===== config.mk =====
export PLATFORM = sky130hd
export DESIGN_NAME = input_conditioner_flat
export DESIGN_NICKNAME = d
export VERILOG_FILES = /design/src/rtl/input_conditioner_pkg.sv /design/src/rtl/input_conditioner_if.sv /design/src/rtl/input_conditioner_debounce_cell.sv /design/src/rtl/input_conditioner.sv /design/src/flat_wrapper.sv
export SDC_FILE = /design/constraint.sdc
export NUM_CORES = 1
export LEC_CHECK = 0
export BUFFER_PORTS_ARGS = -buffer_cell sky130_fd_sc_hd__buf_2
export CAP_MARGIN = 25
export CELL_PAD_IN_SITES_DETAIL_PLACEMENT = 1
export CELL_PAD_IN_SITES_GLOBAL_PLACEMENT = 2
export CORE_MARGIN = 2
export CORE_UTILIZATION = 35
export CTS_CLUSTER_SIZE = 12
export DETAILED_ROUTE_END_ITERATION = 12
export GPL_ROUTABILITY_DRIVEN = 1
export PLACE_DENSITY_LB_ADDON = 0.1
export RECOVER_POWER = 50
export SYNTH_ARGS = -nofsm -noshare
export SYNTH_HDL_FRONTEND = slang
export SYNTH_SLANG_ARGS = --single-unit

===== constraint.sdc =====
create_clock -name clk -period 1.4 [get_ports clk]
set_clock_uncertainty 0.1 [all_clocks]
set_input_delay 0.42 -clock clk [delete_from_list [all_inputs] [get_ports clk]]
set_output_delay 0.42 -clock clk [all_outputs]
set_load 0.01 [all_outputs]

===== src/rtl/input_conditioner_pkg.sv =====
// Shared constants for the input conditioner: request FSM encoding,
// default parameter values and the debounce counter width helper.
package input_conditioner_pkg;

   localparam int DEF_DEBOUNCE_CYCLES = 4;
   localparam int DEF_SYNC_STAGES     = 2;
   localparam int STATE_W             = 5;
   // bit 0 is the start switch, bits STATE_W:1 are the state-select switches
   localparam int NUM_BITS            = STATE_W + 1;

   typedef enum logic [1:0] {
      IDLE         = 2'd0,
      PENDING      = 2'd1,
      WAIT_RELEASE = 2'd2
   } req_state_e;

   // Counter must be able to hold the value DEBOUNCE_CYCLES itself.
   function automatic int cnt_width(input int cycles);
      return $clog2(cycles + 1);
   endfunction

endpackage


===== src/rtl/input_conditioner_if.sv =====
// Switch/controller side signals of the input conditioner.
// master = stimulus/controller side, slave = the conditioner.
interface input_conditioner_if;
   import input_conditioner_pkg::*;

   logic               start_raw;
   logic [STATE_W-1:0] state_raw;
   logic               start_ack;
   logic               start_req;
   logic [STATE_W-1:0] state_out;
   logic               start_db;
   logic               overrun;

   modport master (
      output start_raw, state_raw, start_ack,
      input  start_req, state_out, start_db, overrun
   );

   modport slave (
      input  start_raw, state_raw, start_ack,
      output start_req, state_out, start_db, overrun
   );

endinterface


===== src/rtl/input_conditioner_debounce_cell.sv =====
// One switch bit: SYNC_STAGES-deep synchronizer, mismatch counter and
// debounced level flop.
module debounce_cell
   import input_conditioner_pkg::*;
#(
   parameter int DEBOUNCE_CYCLES = DEF_DEBOUNCE_CYCLES,
   parameter int SYNC_STAGES     = DEF_SYNC_STAGES
) (
   input  logic clk,
   input  logic reset,
   input  logic din,
   output logic dout
);

   localparam int             CW   = cnt_width(DEBOUNCE_CYCLES);
   localparam logic [CW-1:0]  CMAX = CW'(DEBOUNCE_CYCLES);

   logic [SYNC_STAGES-1:0] sync;
   logic [CW-1:0]          cnt;
   logic                   db;
   logic                   s;

   assign s    = sync[SYNC_STAGES-1];
   assign dout = db;

   // Synchronizer shift chain; the raw switch is only ever seen through it.
   always_ff @(posedge clk or negedge reset) begin
      if (!reset) sync <= '0;
      else        sync <= {sync[SYNC_STAGES-2:0], din};
   end

   // Count samples that disagree with the debounced level. Once the count has
   // reached DEBOUNCE_CYCLES and the disagreement persists, commit the new
   // level and restart. Any agreeing sample clears the count, so the counter
   // tops out at CMAX and cannot wrap.
   always_ff @(posedge clk or negedge reset) begin
      if (!reset) begin
         cnt <= '0;
         db  <= 1'b0;
      end else if (s == db) begin
         cnt <= '0;
      end else if (cnt >= CMAX) begin
         db  <= s;
         cnt <= '0;
      end else begin
         cnt <= cnt + CW'(1);
      end
   end

endmodule


===== src/rtl/input_conditioner.sv =====
// Debounces the start and state-select switches and turns a start press
// into a held request with the state selection captured alongside it.
module input_conditioner
   import input_conditioner_pkg::*;
#(
   parameter int DEBOUNCE_CYCLES = DEF_DEBOUNCE_CYCLES,
   parameter int SYNC_STAGES     = DEF_SYNC_STAGES
) (
   input  logic                 clk,
   input  logic                 reset,
   input_conditioner_if.slave   bus
);

   logic [NUM_BITS-1:0] raw;
   logic [NUM_BITS-1:0] db;
   logic                start_q;
   req_state_e          state;
   logic                req_r;
   logic [STATE_W-1:0]  state_out_r;
   logic                overrun_r;

   assign raw = {bus.state_raw, bus.start_raw};

   for (genvar g = 0; g < NUM_BITS; g++) begin : g_cell
      debounce_cell #(
         .DEBOUNCE_CYCLES (DEBOUNCE_CYCLES),
         .SYNC_STAGES     (SYNC_STAGES)
      ) u_cell (
         .clk   (clk),
         .reset (reset),
         .din   (raw[g]),
         .dout  (db[g])
      );
   end

   assign bus.start_db  = db[0];
   assign bus.start_req = req_r;
   assign bus.state_out = state_out_r;
   assign bus.overrun   = overrun_r;

   // Request FSM. IDLE is only entered with debounced start low (or from
   // reset), so a high level seen in IDLE is always a fresh press. In PENDING
   // a rise needs a prior fall, which is exactly the overrun condition.
   always_ff @(posedge clk or negedge reset) begin
      if (!reset) begin
         state       <= IDLE;
         req_r       <= 1'b0;
         state_out_r <= '0;
         overrun_r   <= 1'b0;
         start_q     <= 1'b0;
      end else begin
         start_q <= db[0];
         case (state)
            IDLE: begin
               if (db[0]) begin
                  state       <= PENDING;
                  req_r       <= 1'b1;
                  state_out_r <= db[NUM_BITS-1:1];
               end
            end
            PENDING: begin
               if (db[0] && !start_q) overrun_r <= 1'b1;
               if (bus.start_ack) begin
                  state <= WAIT_RELEASE;
                  req_r <= 1'b0;
               end
            end
            WAIT_RELEASE: begin
               if (!db[0]) state <= IDLE;
            end
            default: begin
               state <= IDLE;
               req_r <= 1'b0;
            end
         endcase
      end
   end

endmodule


===== src/flat_wrapper.sv =====
// flat-port wrapper written by rule: the top's interface ports become plain ports
module input_conditioner_flat import input_conditioner_pkg::*;
#(
   parameter int DEBOUNCE_CYCLES = DEF_DEBOUNCE_CYCLES,
   parameter int SYNC_STAGES     = DEF_SYNC_STAGES
)
  (clk, reset, bus_start_raw, bus_state_raw, bus_start_ack, bus_start_req, bus_state_out, bus_start_db, bus_overrun);
  input_conditioner_if bus_i ();
  input  logic clk;
  input  logic reset;
  input wire logic [$bits(bus_i.start_raw)-1:0] bus_start_raw;
  input wire logic [$bits(bus_i.state_raw)-1:0] bus_state_raw;
  input wire logic [$bits(bus_i.start_ack)-1:0] bus_start_ack;
  output wire logic [$bits(bus_i.start_req)-1:0] bus_start_req;
  output wire logic [$bits(bus_i.state_out)-1:0] bus_state_out;
  output wire logic [$bits(bus_i.start_db)-1:0] bus_start_db;
  output wire logic [$bits(bus_i.overrun)-1:0] bus_overrun;
  assign bus_i.start_raw = bus_start_raw;
  assign bus_i.state_raw = bus_state_raw;
  assign bus_i.start_ack = bus_start_ack;
  assign bus_start_req = bus_i.start_req;
  assign bus_state_out = bus_i.state_out;
  assign bus_start_db = bus_i.start_db;
  assign bus_overrun = bus_i.overrun;
  input_conditioner #(.DEBOUNCE_CYCLES(DEBOUNCE_CYCLES), .SYNC_STAGES(SYNC_STAGES)) u_core (.clk(clk), .reset(reset), .bus(bus_i));
endmodule

## Word-level counts from Yosys, hierarchy flattened

Index checks and enable logic that the tools add are counted.

| word-level totals | value |
|---|---|
| bits in registers | 46 |
| input bits | 9 |

| operators by class | value |
|---|---|
| add/subtract/negate cells | 6 |
| order comparisons | 6 |
| eq/ne operators | 11 |
| muxes and demuxes | 19 |
| bitwise gates (word level) | 7 |
| reductions and logical operators | 13 |

Operators by type and width:

| operator | count |
|---|---|
| 2-to-1 mux 3 bit | 12 |
| adder 3 x 1 -> 3 bit, second input constant | 6 |
| >= comparator 3 bit, second input constant | 6 |
| AND reduction 2 bit | 8 |
| NOT 1 bit | 7 |
| == test 1 bit | 6 |
| 2-to-1 mux 2 bit | 3 |
| != test 2 bit, second input constant | 3 |
| case mux 2 bit (3 select lines) | 1 |
| AND reduction 3 bit | 2 |
| case mux 1 bit (3 select lines) | 1 |
| == test 2 x 1 -> 1 bit, second input constant | 1 |
| == test 2 bit, second input constant | 1 |
| logical NOT 2 bit | 1 |
| 2-to-1 mux 1 bit | 2 |
| logical AND 1 bit | 1 |
| logical NOT 1 bit | 1 |

## Longest topological paths before layout

| depth | value |
|---|---|
| word-level depth | 3 |
| mapped depth | 3 |

## Modules after synthesis

From an unflattened synthesis, not the netlist that was laid out.

| unflattened totals | value |
|---|---|
| cell total of the unflattened synthesis | 118 |
| area total of the unflattened synthesis | 1726.7 um^2 |

By module, submodules not included:

| module | times used | cells each | area each (um^2) | sequential area each (um^2) |
|---|---|---|---|---|
| debounce_cell | 6 | 15 | 222.7 | 150.1 |
| input_conditioner | 1 | 28 | 390.4 | 250.2 |

## Least setup slack after synthesis

No wires, ideal clock.

| timing | value |
|---|---|
| kind | register -> register |
| start point | reg u_core.g_cell[0].u_cell.db |
| end point | reg u_core.state_out_r[0], in the netlist u_core.bus.state_out[0] |
| setup time | 0.125 ns |
| arrival | 1.148 ns |
| data required time | 1.175 ns |
| slack | 0.028 ns |
| stages on the path, launching flop included | 4 |
| period minus slack after synthesis | 1.372 ns |
| cell sequence | dfrtp_1 -> nor2b_4 -> and2b_4 -> mux2_2 |

| on the way | value |
|---|---|
| longest elaborated chain between the ends | 1 |

RTL lines:

| element | RTL line | source |
|---|---|---|
| from (decl) | input_conditioner_debounce_cell.sv:20 | `logic db;` |
| from (signal assigned) | input_conditioner_debounce_cell.sv:43 | `db <= s;` |
| AND reduction 2 bit (no source line) | n/a |  |
| to (signal assigned) | input_conditioner.sv:58 | `state_out_r <= db[NUM_BITS-1:1];` |
| to (decl) | input_conditioner.sv:19 | `logic [STATE_W-1:0] state_out_r;` |

Every way passes these cells.
A chain may end at the register's enable or synchronous reset.

## Worst setup path in the final report

| timing | value |
|---|---|
| start point | reg u_core.g_cell[0].u_cell.db |
| end point | out bus_start_db |

RTL lines:

| element | RTL line | source |
|---|---|---|
| to (decl) | flat_wrapper.sv:16 | `output wire logic [$bits(bus_i.start_db)-1:0] bus_start_db;` |

No word-level cell between the ends.

==> impl_metrics.json <==
{
  "core_area_sq_um": 4755,
  "slowest_delay_ns": 0.40,
  "rows": 25,
  "portBuffers": 16,
  "drt-initial-drc-count": 49,
  "synthArstFlopShare_pct": 100.0,
  "yosysMostFrequentCell": "dfrtp_1",
  "cts.clk_slew.worst_paths_ns": 0.08,
  "grt_max_degree": 47,
  "cp_top_family": "flip-flops",
  "cp-end-kind": "primary output",
  "cts_max_path_buffers": 2,
  "ys_ff_latch": 46,
  "ys.flop_type": "dfrtp_1",
  "die_w_microns": 74.37,
  "postRouteAntennaNets": 0,
  "path_depth": 2,
  "setup_slack_ns": -0.04031,
  "hpwl_mm": 1.824,
  "gp_congestion": 0.6674,
  "yosysWarnings": 0,
  "grt_pass1_wl_mm": 4.595,
  "route.detailed.drc": 0,
  "netlist_instances": 124,
  "post-route-period-util_pct": 102.9,
  "rr_worst_depth": 4,
  "worst_hold_slack_ns": 0.1230,
  "r2r-end": "u_core.bus.state_out[1]",
  "wl_per_cell_microns": 11.95,
  "viasPerCell": 4.225,
  "crit_path_cell_trace": "buf_6 -> buf_6",
  "maxCapViolations": 0,
  "areaGrowthSynthToFinish_pct": 19.57,
  "die_h_microns": 74.37,
  "vias": 938,
  "rsz0062_at_grt": "true",
  "final-hold-violation-count": 0,
  "r2r_start": "u_core.g_cell[0].u_cell.dout",
  "cts_buffers": 5,
  "status": "finished with violations",
  "p_leak_nw": 1.018,
  "dieArea_sq_um": 5530,
  "num-nets-final": 175,
  "clkSinkCount": 46,
  "relSlewSlack_pct": 61.85,
  "met3WireLength_microns": 118,
  "htreeDepth": 2,
  "synth-edff-count": 0,
  "tns_ns": -0.04031,
  "synthTopCellsByArea": "dfrtp_1 66%, ha_1 8.7%, mux2_2 7.1%, and2_1 4.3%, xnor2_1 3.0%",
  "ys_seq_area_share_pct": 66.43,
  "cts_root_buf": "clkbuf_8",
  "synth_cell_types": 15,
  "powerDensity_nw_per_um2": 1975,
  "syn_area_sq_um": 1733,
  "cpMostUsedCell": "buf_6",
  "rrSetupSlack_ns": 0.01,
  "irDropWorstVdd_mv": 0.7124,
  "io_pins": 17,
  "crit_end": "bus_start_db",
  "drt-pass1-iter-count": 3,
  "highest_layer": "met4",
  "finalCriticalPeriod_ns": 1.440,
  "clk_latency_ns": 0.30,
  "max_freq_mhz": 694.3,
  "synth_fp_nets": 145,
  "antenna_found_initial": 0,
  "yosys.area.top_type": "dfrtp_1",
  "grt_usage_pct": 11.47,
  "avgSynthCellArea_sq_um": 13.98,
  "worst_setup_path_start_kind": "flop",
  "cp.arrival_ns": 0.92,
  "startpoint": "u_core.g_cell[0].u_cell.dout",
  "power.total_mw": 4.092,
  "grt_pass1_vias": 1007,
  "drive_above_1_share_pct": 27.74,
  "hp-class": "input port to flop",
  "wl_met2_mm": 1.327,
  "worst_slew_pin_slew_ns": 0.5722,
  "wl_mm": 2.654,
  "cts_tree": "done",
  "met1_length_mm": 1.146,
  "cpMaxStageDelayCell": "dfrtp_1",
  "grt_overflow": 0,
  "finalMaxSlewViolations": 0,
  "critPathMaxFanout": 2,
  "required_ns": 0.88,
  "finalSetupViolCount": 1,
  "synth_common_cells": "46 x dfrtp_1, 13 x inv_1, 12 x and2_1, 12 x ha_1, 11 x mux2_2",
  "post-synth-top-area-fraction_pct": 66.43,
  "crit_type": "flop to primary output",
  "path_buf_inv": 2,
  "violations": "setup timing",
  "start_util_pct": 36.45,
  "antenna_cells": 0
}
## what timing repair did
item	in CTS	in global routing
resized for setup	2	5
hold buffers	1	0
setup buffers	2	1
endpoints found under the hold margin	43	0
cloned	0	0
endpoints found under the setup margin	1	8
## metal layers
metal / vias up / GRT usage [%]
li1: 444 / -
met2: 12 / 18.19
met4: 0 / 5.952
met1: 475 / 13.26
met5: - / 0
met3: 7 / 4.878
## logic make-up (layout without fill, tap and decap cells)
group | Yosys count | count (layout) | share of synthesized area [%]
adder cells (fa/ha/maj) | 12 | 12 | 8.664
XOR/XNOR | 6 | 6 | 3.032
buffers and inverters | 13 | 44 | 2.816
multiplexers | 11 | 11 | 7.148
AND/OR/NAND/NOR | 33 | 33 | 10.69
flip-flops | 46 | 46 | 66.43
AO/OA/AOI/OAI | 3 | 3 | 1.227
## cell usage in the layout (no fill, tap or decap)
cell type	count
nor2b_4	1
mux2_4	5
buf_4	5
nor2_1	9
buf_6	2
a211oi_1	1
inv_1	13
clkinv_2	1
and2_1	12
ha_1	12
clkbuf_8	6
buf_2	15
dfrtp_1	46
and2b_4	1
nand2_1	2
nor3_1	6
dlygate4sd3_1	1
o21ai_0	1
a31o_2	1
clkbuf_1	1
nand3b_1	2
mux2_2	6
xnor2_1	6
## how the worst min path moves through the flow
stage,startpoint,end,slack [ns],cells past startpoint
final,bus_state_raw[3],u_core.g_cell[4].u_cell.sync[0],0.12,1
after global routing,bus_state_raw[2],u_core.g_cell[3].u_cell.sync[0],0.10,1
after CTS,bus_state_raw[3],u_core.g_cell[4].u_cell.sync[0],0.11,1
after detailed placement,u_core.g_cell[2].u_cell.sync[0],u_core.g_cell[2].u_cell.sync[1],0.24,0
after global placement,u_core.g_cell[1].u_cell.sync[0],u_core.g_cell[1].u_cell.sync[1],0.23,0
after floorplan,reset,u_core.bus.overrun,0.02,0
## flip-flops by register name (all words and copies together), names as in the netlist
name	flops
u_core.bus.state_out	5
u_core.bus.start_req	1
u_core.g_cell.u_cell.sync	12
u_core.g_cell.u_cell.cnt	18
u_core.start_q	1
u_core.bus.overrun	1
u_core.state	2
u_core.g_cell.u_cell.dout	6
## power breakdown
part	internal [mW]	total (mW)	switching (mW)
registers	1.73	2.02	0.282
logic	0.728	1.26	0.530
clock network	0.398	0.817	0.419
total	2.86	4.09	1.23
## metrics by stage
step                instances  setup WS, ns  utilization (%)  instance area (sq um)
global placement          210       0.08644            40.63                   1932
floorplan                 124       0.02767                -                   1733
global route              222      -0.07784            43.58                   2072
CTS                       221      -0.05871            43.29                   2058
detailed placement        210       0.02900            40.63                   1932
finish                    222      -0.04031            43.58                   2072
## final cells by class
class | instances | area (sq um)
Tap cell | 67 | 83.83
Clock buffer | 7 | 86.33
Sequential cell | 46 | 1151
Inverter | 13 | 48.80
Multi-Input combinational cell | 65 | 551.8
Clock inverter | 1 | 5.005
Fill cell | 526 | 2683
Timing Repair Buffer | 23 | 145.1
No activity file was read; power rests on OpenSTA's default activity.
